$ cat config.mk
export PLATFORM = sky130hd
export DESIGN_NAME = cva6_pma_table
export DESIGN_NICKNAME = d
export VERILOG_FILES = /design/src/rtl/cva6_pma_table.sv
export SDC_FILE = /design/constraint.sdc
export NUM_CORES = 2
export LEC_CHECK = 0
export BUFFER_PORTS_ARGS = -buffer_cell sky130_fd_sc_hd__buf_2
export CAP_MARGIN = 20
export CORE_ASPECT_RATIO = 0.75
export CORE_MARGIN = 2
export CORE_UTILIZATION = 25
export CTS_BUF_LIST = sky130_fd_sc_hd__clkbuf_8
export CTS_CLUSTER_DIAMETER = 60
export CTS_CLUSTER_SIZE = 25
export DETAILED_ROUTE_END_ITERATION = 8
export SKIP_CTS_REPAIR_TIMING = 1
export SYNTH_ARGS = -nofsm -noshare
export SYNTH_HDL_FRONTEND = slang
export SYNTH_SLANG_ARGS = --single-unit
$ cat constraint.sdc
create_clock -name clk_i -period 12.3 [get_ports clk_i]
set_input_delay 1.23 -clock clk_i [delete_from_list [all_inputs] [get_ports clk_i]]
set_output_delay 1.23 -clock clk_i [all_outputs]
set_load 0.01 [all_outputs]
$ cat src/rtl/cva6_pma_table.sv
// Runtime-programmable PMA table with a one-stage lookup pipeline.
// Define CVA6_PMA_LOCK_EN to make attr bit 3 a sticky per-rule write lock.
module cva6_pma_table #(
  parameter int unsigned NrRules   = 4,
  parameter int unsigned AddrWidth = 64,
  parameter logic [NrRules*AddrWidth-1:0] RstBase   = '0,
  parameter logic [NrRules*AddrWidth-1:0] RstLength = '0,
  parameter logic [NrRules*4-1:0]         RstAttr   = '0,
  localparam int unsigned IdxW =
    (NrRules > 1) ? $clog2(NrRules) : 1
) (
  input  logic                 clk_i,
  input  logic                 rst_ni,
  input  logic                 cfg_we_i,
  input  logic [IdxW-1:0]      cfg_idx_i,
  input  logic [1:0]           cfg_field_i,
  input  logic [AddrWidth-1:0] cfg_wdata_i,
  output logic [AddrWidth-1:0] cfg_rdata_o,
  output logic                 cfg_err_o,
  input  logic                 req_valid_i,
  output logic                 req_ready_o,
  input  logic [AddrWidth-1:0] req_addr_i,
  output logic                 resp_valid_o,
  input  logic                 resp_ready_i,
  output logic                 resp_hit_o,
  output logic [IdxW-1:0]      resp_idx_o,
  output logic                 resp_cached_o,
  output logic                 resp_exec_o,
  output logic                 resp_nonidem_o
);

`ifdef CVA6_PMA_LOCK_EN
  localparam logic [3:0] AttrMask = 4'hF;
`else
  localparam logic [3:0] AttrMask = 4'h7;
`endif

  logic [AddrWidth-1:0] base_q [NrRules];
  logic [AddrWidth-1:0] len_q  [NrRules];
  logic [3:0]           attr_q [NrRules];

  logic                 idx_ok;
  logic                 locked;
  logic                 wr_ok;
  logic [AddrWidth-1:0] rd_d;
  logic [AddrWidth-1:0] rdata_q;
  logic                 err_q;

  assign idx_ok = 32'(cfg_idx_i) < NrRules;

`ifdef CVA6_PMA_LOCK_EN
  always_comb begin
    locked = 1'b0;
    if (idx_ok) locked = attr_q[cfg_idx_i][3];
  end
`else
  assign locked = 1'b0;
`endif

  assign wr_ok = idx_ok && (cfg_field_i != 2'd3) && !locked;

  always_ff @(posedge clk_i or negedge rst_ni) begin
    if (!rst_ni) begin
      for (int i = 0; i < int'(NrRules); i++) begin
        base_q[i] <= RstBase[i*AddrWidth +: AddrWidth];
        len_q[i]  <= RstLength[i*AddrWidth +: AddrWidth];
        attr_q[i] <= RstAttr[i*4 +: 4] & AttrMask;
      end
    end else if (cfg_we_i && wr_ok) begin
      unique case (cfg_field_i)
        2'd0:    base_q[cfg_idx_i] <= cfg_wdata_i;
        2'd1:    len_q[cfg_idx_i]  <= cfg_wdata_i;
        2'd2:    attr_q[cfg_idx_i] <= cfg_wdata_i[3:0] & AttrMask;
        default: ;
      endcase
    end
  end

  always_comb begin
    rd_d = '0;
    if (idx_ok) begin
      unique case (cfg_field_i)
        2'd0:    rd_d = base_q[cfg_idx_i];
        2'd1:    rd_d = len_q[cfg_idx_i];
        2'd2:    rd_d = AddrWidth'(attr_q[cfg_idx_i]);
        default: rd_d = '0;
      endcase
    end
  end

  always_ff @(posedge clk_i or negedge rst_ni) begin
    if (!rst_ni) begin
      rdata_q <= '0;
      err_q   <= 1'b0;
    end else begin
      rdata_q <= rd_d;
      err_q   <= cfg_we_i && !wr_ok;
    end
  end

  assign cfg_rdata_o = rdata_q;
  assign cfg_err_o   = err_q;

  // Region end is one bit wider so a rule may reach the top of space.
  logic [AddrWidth:0] end_v;
  logic               hit_d;
  logic [IdxW-1:0]    win_d;
  logic [3:0]         attr_d;

  always_comb begin
    end_v = '0;
    hit_d = 1'b0;
    win_d = '0;
    for (int i = int'(NrRules) - 1; i >= 0; i--) begin
      end_v = {1'b0, base_q[i]} + {1'b0, len_q[i]};
      if ((len_q[i] != '0) &&
          (req_addr_i >= base_q[i]) &&
          ({1'b0, req_addr_i} < end_v)) begin
        hit_d = 1'b1;
        win_d = i[IdxW-1:0];
      end
    end
  end

  assign attr_d = hit_d ? attr_q[win_d] : 4'h0;

  logic            v_q;
  logic            hit_q;
  logic [IdxW-1:0] idx_q;
  logic            cached_q;
  logic            exec_q;
  logic            nonidem_q;
  logic            fire;

  assign req_ready_o = !v_q || resp_ready_i;
  assign fire        = req_valid_i && req_ready_o;

  always_ff @(posedge clk_i or negedge rst_ni) begin
    if (!rst_ni) begin
      v_q       <= 1'b0;
      hit_q     <= 1'b0;
      idx_q     <= '0;
      cached_q  <= 1'b0;
      exec_q    <= 1'b0;
      nonidem_q <= 1'b0;
    end else if (fire) begin
      v_q       <= 1'b1;
      hit_q     <= hit_d;
      idx_q     <= win_d;
      cached_q  <= attr_d[0];
      exec_q    <= attr_d[1];
      nonidem_q <= hit_d ? attr_d[2] : 1'b1;
    end else if (resp_ready_i) begin
      v_q <= 1'b0;
    end
  end

  assign resp_valid_o   = v_q;
  assign resp_hit_o     = hit_q;
  assign resp_idx_o     = idx_q;
  assign resp_cached_o  = cached_q;
  assign resp_exec_o    = exec_q;
  assign resp_nonidem_o = nonidem_q;

endmodule

==> key figures <==
Run status
  • Status: finished clean

Critical path
  • Crit path capture type: register
  • Crit path required time: 13.03 ns
  • Max stage delay on crit path: 1.15 ns
  • WS Path Type: reg2reg
  • Crit path top cell by count: a211oi_1
  • Startpoint types: register
  • Critical-path maximum fanout: 4
  • CP startpoint: base_q[128]
  • R2r startpoint: base_q[128]
  • CP Buf/Inv Count: 1
  • Worst path arrival time: 9.06 ns
  • Flop2flop setup slack: 3.97 ns
  • Cell family with most CP delay: compound AO/OA/AOI/OAI gates
  • Critical path's slowest cell: a2111oi_0

Logic synthesis
  • FFs w/ async S/R, synth: 1.00
  • Mapped Nets: 6002
  • EDFF count, synth: 0
  • Sequential share of the synthesized area: 0.293
  • Predominant post-synthesis flop cell: dfrtp_1
  • Synth warn: 0
  • Syn Area/Cell: about 10 sq um
  • Mapped cell area: 51000 sq um
  • Synth cell types: 93
  • Cells after Synth: 5097
  • FF+latch count, synth: ~600

Power
  • Leakage: about 27 nW
  • Combinational power share: 0.594
  • Power Density: 206 nW/um^2
  • Cell-internal power: just under 6 mW
  • Clock power share: 0.132
  • Maximum vdd drop: about 0.09 mV
  • Sequential power share: 0.274
  • Sw Ratio: 0.492
  • Sw Pwr: 5.75 mW

Timing
  • Worst hold slack: 0.369 ns
  • Final hold vios: 0
  • Worst relative slew slack: 0.0890
  • Max Slew Vio Count: 0
  • Worst Tran Pin Value: 1.33 ns
  • Setup violators final: 0
  • Unrepaired setup endpoints after global routing: false
  • Setup TNS: 0 ns
  • Clk_skew: around 0.051 ns
  • Period utilisation layout: 0.678
  • Achievable Freq: 120 MHz
  • Final worst slack: approximately 4.0 ns
  • Tmin final: 8.33 ns

Clock tree
  • Clk root buf: clkbuf_8
  • Clock slew at reported path FFs: 0.10 ns
  • Clk buf depth: 3
  • Worst-Skew Late Latency: between 0.8 and 0.9 ns
  • Total CTS buffers: 58
  • TritonCTS clock tree: yes
  • H-tree levels: 2
  • Clk sinks: approximately 600

Floorplan
  • Num ports: 210
  • Area of the die: 208000 sq um
  • Die Wd: roughly 530 um
  • Rows: 143
  • DIE HEIGHT: slightly below 400 um
  • Initial core utilization: 0.252
  • Core Region: 203000 sq um

Global routing
  • Overall Global Routing Usage: 0.203
  • GRT overflow: 0
  • First-pass GRT wire length: 310000 um
  • Number of global-route vias before repair: 42.2k
  • Initial antenna violation count: 52
  • Largest net degree at the start of global routing: 151

Cells and area
  • Most frequent cells in the layout: 764 x ha_1, 596 x dfrtp_1, 457 x mux2_2
  • Final #Nets: between 6k and 7k
  • Layout cell share with drive strength beyond 1: 0.187
  • Area Growth Syn to Fin: 11.2%
  • Fin area: about 57000 sq um
  • Most common cell after layout, fill and taps aside: ha_1

Place
  • Dpl cell area: 55200 sq um
  • Routability cong.: 0.994
  • IO Port Bufs: 209
  • Post-detail-place hpwl: 175000 um
  • DP Worst Slack: 4.43 ns

Route
  • Initial DRC count: 5004
  • Vias/cell: 5.52
  • Residual DRC: 0
  • Final ANT Viol Nets: 0
  • Final wirelength: 216000 um
  • Wire per inst: 27.1 um
  • Vias after detailed routing: 44.2k
  • First-pass DRT Iterations: 6

Min path
  • Hold Crit Class: in2async

Flow run
  • Max_cap viols: 0
## registers in the layout, summed over array words and instances, names as in the netlist
signal	flops
cfg_err_o	1
cfg_rdata_o	64
attr_q	12
resp_exec_o	1
resp_valid_o	1
resp_nonidem_o	1
len_q	256
resp_idx_o	2
resp_cached_o	1
resp_hit_o	1
base_q	256
## path summary, 6_finish.rpt
kind | endpoint | cells past startpoint
worst max-delay path | resp_nonidem_o | 25
worst min-delay path | cfg_rdata_o[1] | 1
worst max register to register | resp_nonidem_o | 25
worst min register to register | resp_idx_o[1] | 2
max in group asynchronous | len_q[234] | 4
min in group clk_i | resp_idx_o[1] | 2
## per-layer routing
metal / global-route usage / part of all wire / routed length [um] / vias up
met2: 0.277 / 0.39 / 85200 / 2058
met3: 0.0511 / 0.10 / 22000 / 277
met1: 0.314 / 0.48 / 104000 / 22315
met5: 0 / 0.0013 / 282 / -
li1: - / - / - / 19477
met4: 0.0409 / 0.020 / 4390 / 46
## cell usage after synthesis (15+ instances only)
cell | instances | area share
o21ai_0 | 241 | 0.024
xnor2_1 | 125 | 0.021
a211oi_1 | 36 | 0.0053
o31ai_1 | 19 | 0.0028
nor3_1 | 42 | 0.0041
nor4_1 | 80 | 0.0098
a21o_1 | 333 | 0.049
dfrtp_1 | 596 | 0.29
clkbuf_1 | 116 | 0.0085
mux4_2 | 131 | 0.058
ha_1 | 764 | 0.19
mux2_2 | 457 | 0.10
and3_1 | 34 | 0.0042
nand3_1 | 62 | 0.0061
nor2b_1 | 54 | 0.0066
a21oi_1 | 405 | 0.040
a2111oi_0 | 15 | 0.0026
o21a_1 | 23 | 0.0034
a31oi_1 | 35 | 0.0043
mux2i_1 | 65 | 0.013
nand4_1 | 145 | 0.018
nor2_1 | 213 | 0.016
buf_1 | 27 | 0.0020
xor2_1 | 114 | 0.020
inv_1 | 329 | 0.024
o211ai_1 | 22 | 0.0032
nand2_1 | 258 | 0.019
nand2b_1 | 60 | 0.0074
o21ai_1 | 29 | 0.0028
o21bai_1 | 50 | 0.0074
## per-stage QoR
stage / power [mW] / std cells / util
floorplan: 7.55 / 5097 / -
global placement: 9.80 / 7877 / 0.273
detailed placement: 9.92 / 7881 / 0.273
CTS: 11.5 / 7988 / 0.280
global route: 12.5 / 7994 / 0.280
finish: 11.7 / 7998 / 0.280
## power groups by stage
stage               logic (mW)  registers, mW  clock network (mW)
floorplan                 4.78           2.77                   0
global placement          6.62           3.17                   0
detailed placement        6.73           3.19                   0
CTS                       6.78           3.15                1.58
global route              7.60           3.22                1.66
finish                    6.94           3.19                1.54
## area by class of cell
cell class / count / area, sq um
Timing Repair Buffer: 258 / 1450
Fill cell: 21384 / 146000
Sequential cell: 596 / 14900
Multi-Input combinational cell: 4018 / 34300
Clock inverter: 45 / 613
Inverter: 329 / 1230
Clock buffer: 62 / 853
Tap cell: 2682 / 3360
Antenna cell: 8 / 20.0
## cell families after synthesis
family / share of synthesized area
buf+inv: 0.0364
mux: 0.172
flops: 0.293
xor+xnor: 0.0411
fa+ha+maj: 0.189
simple gates: 0.102
compound gates: 0.168
Power figures use the tool's default switching activity.
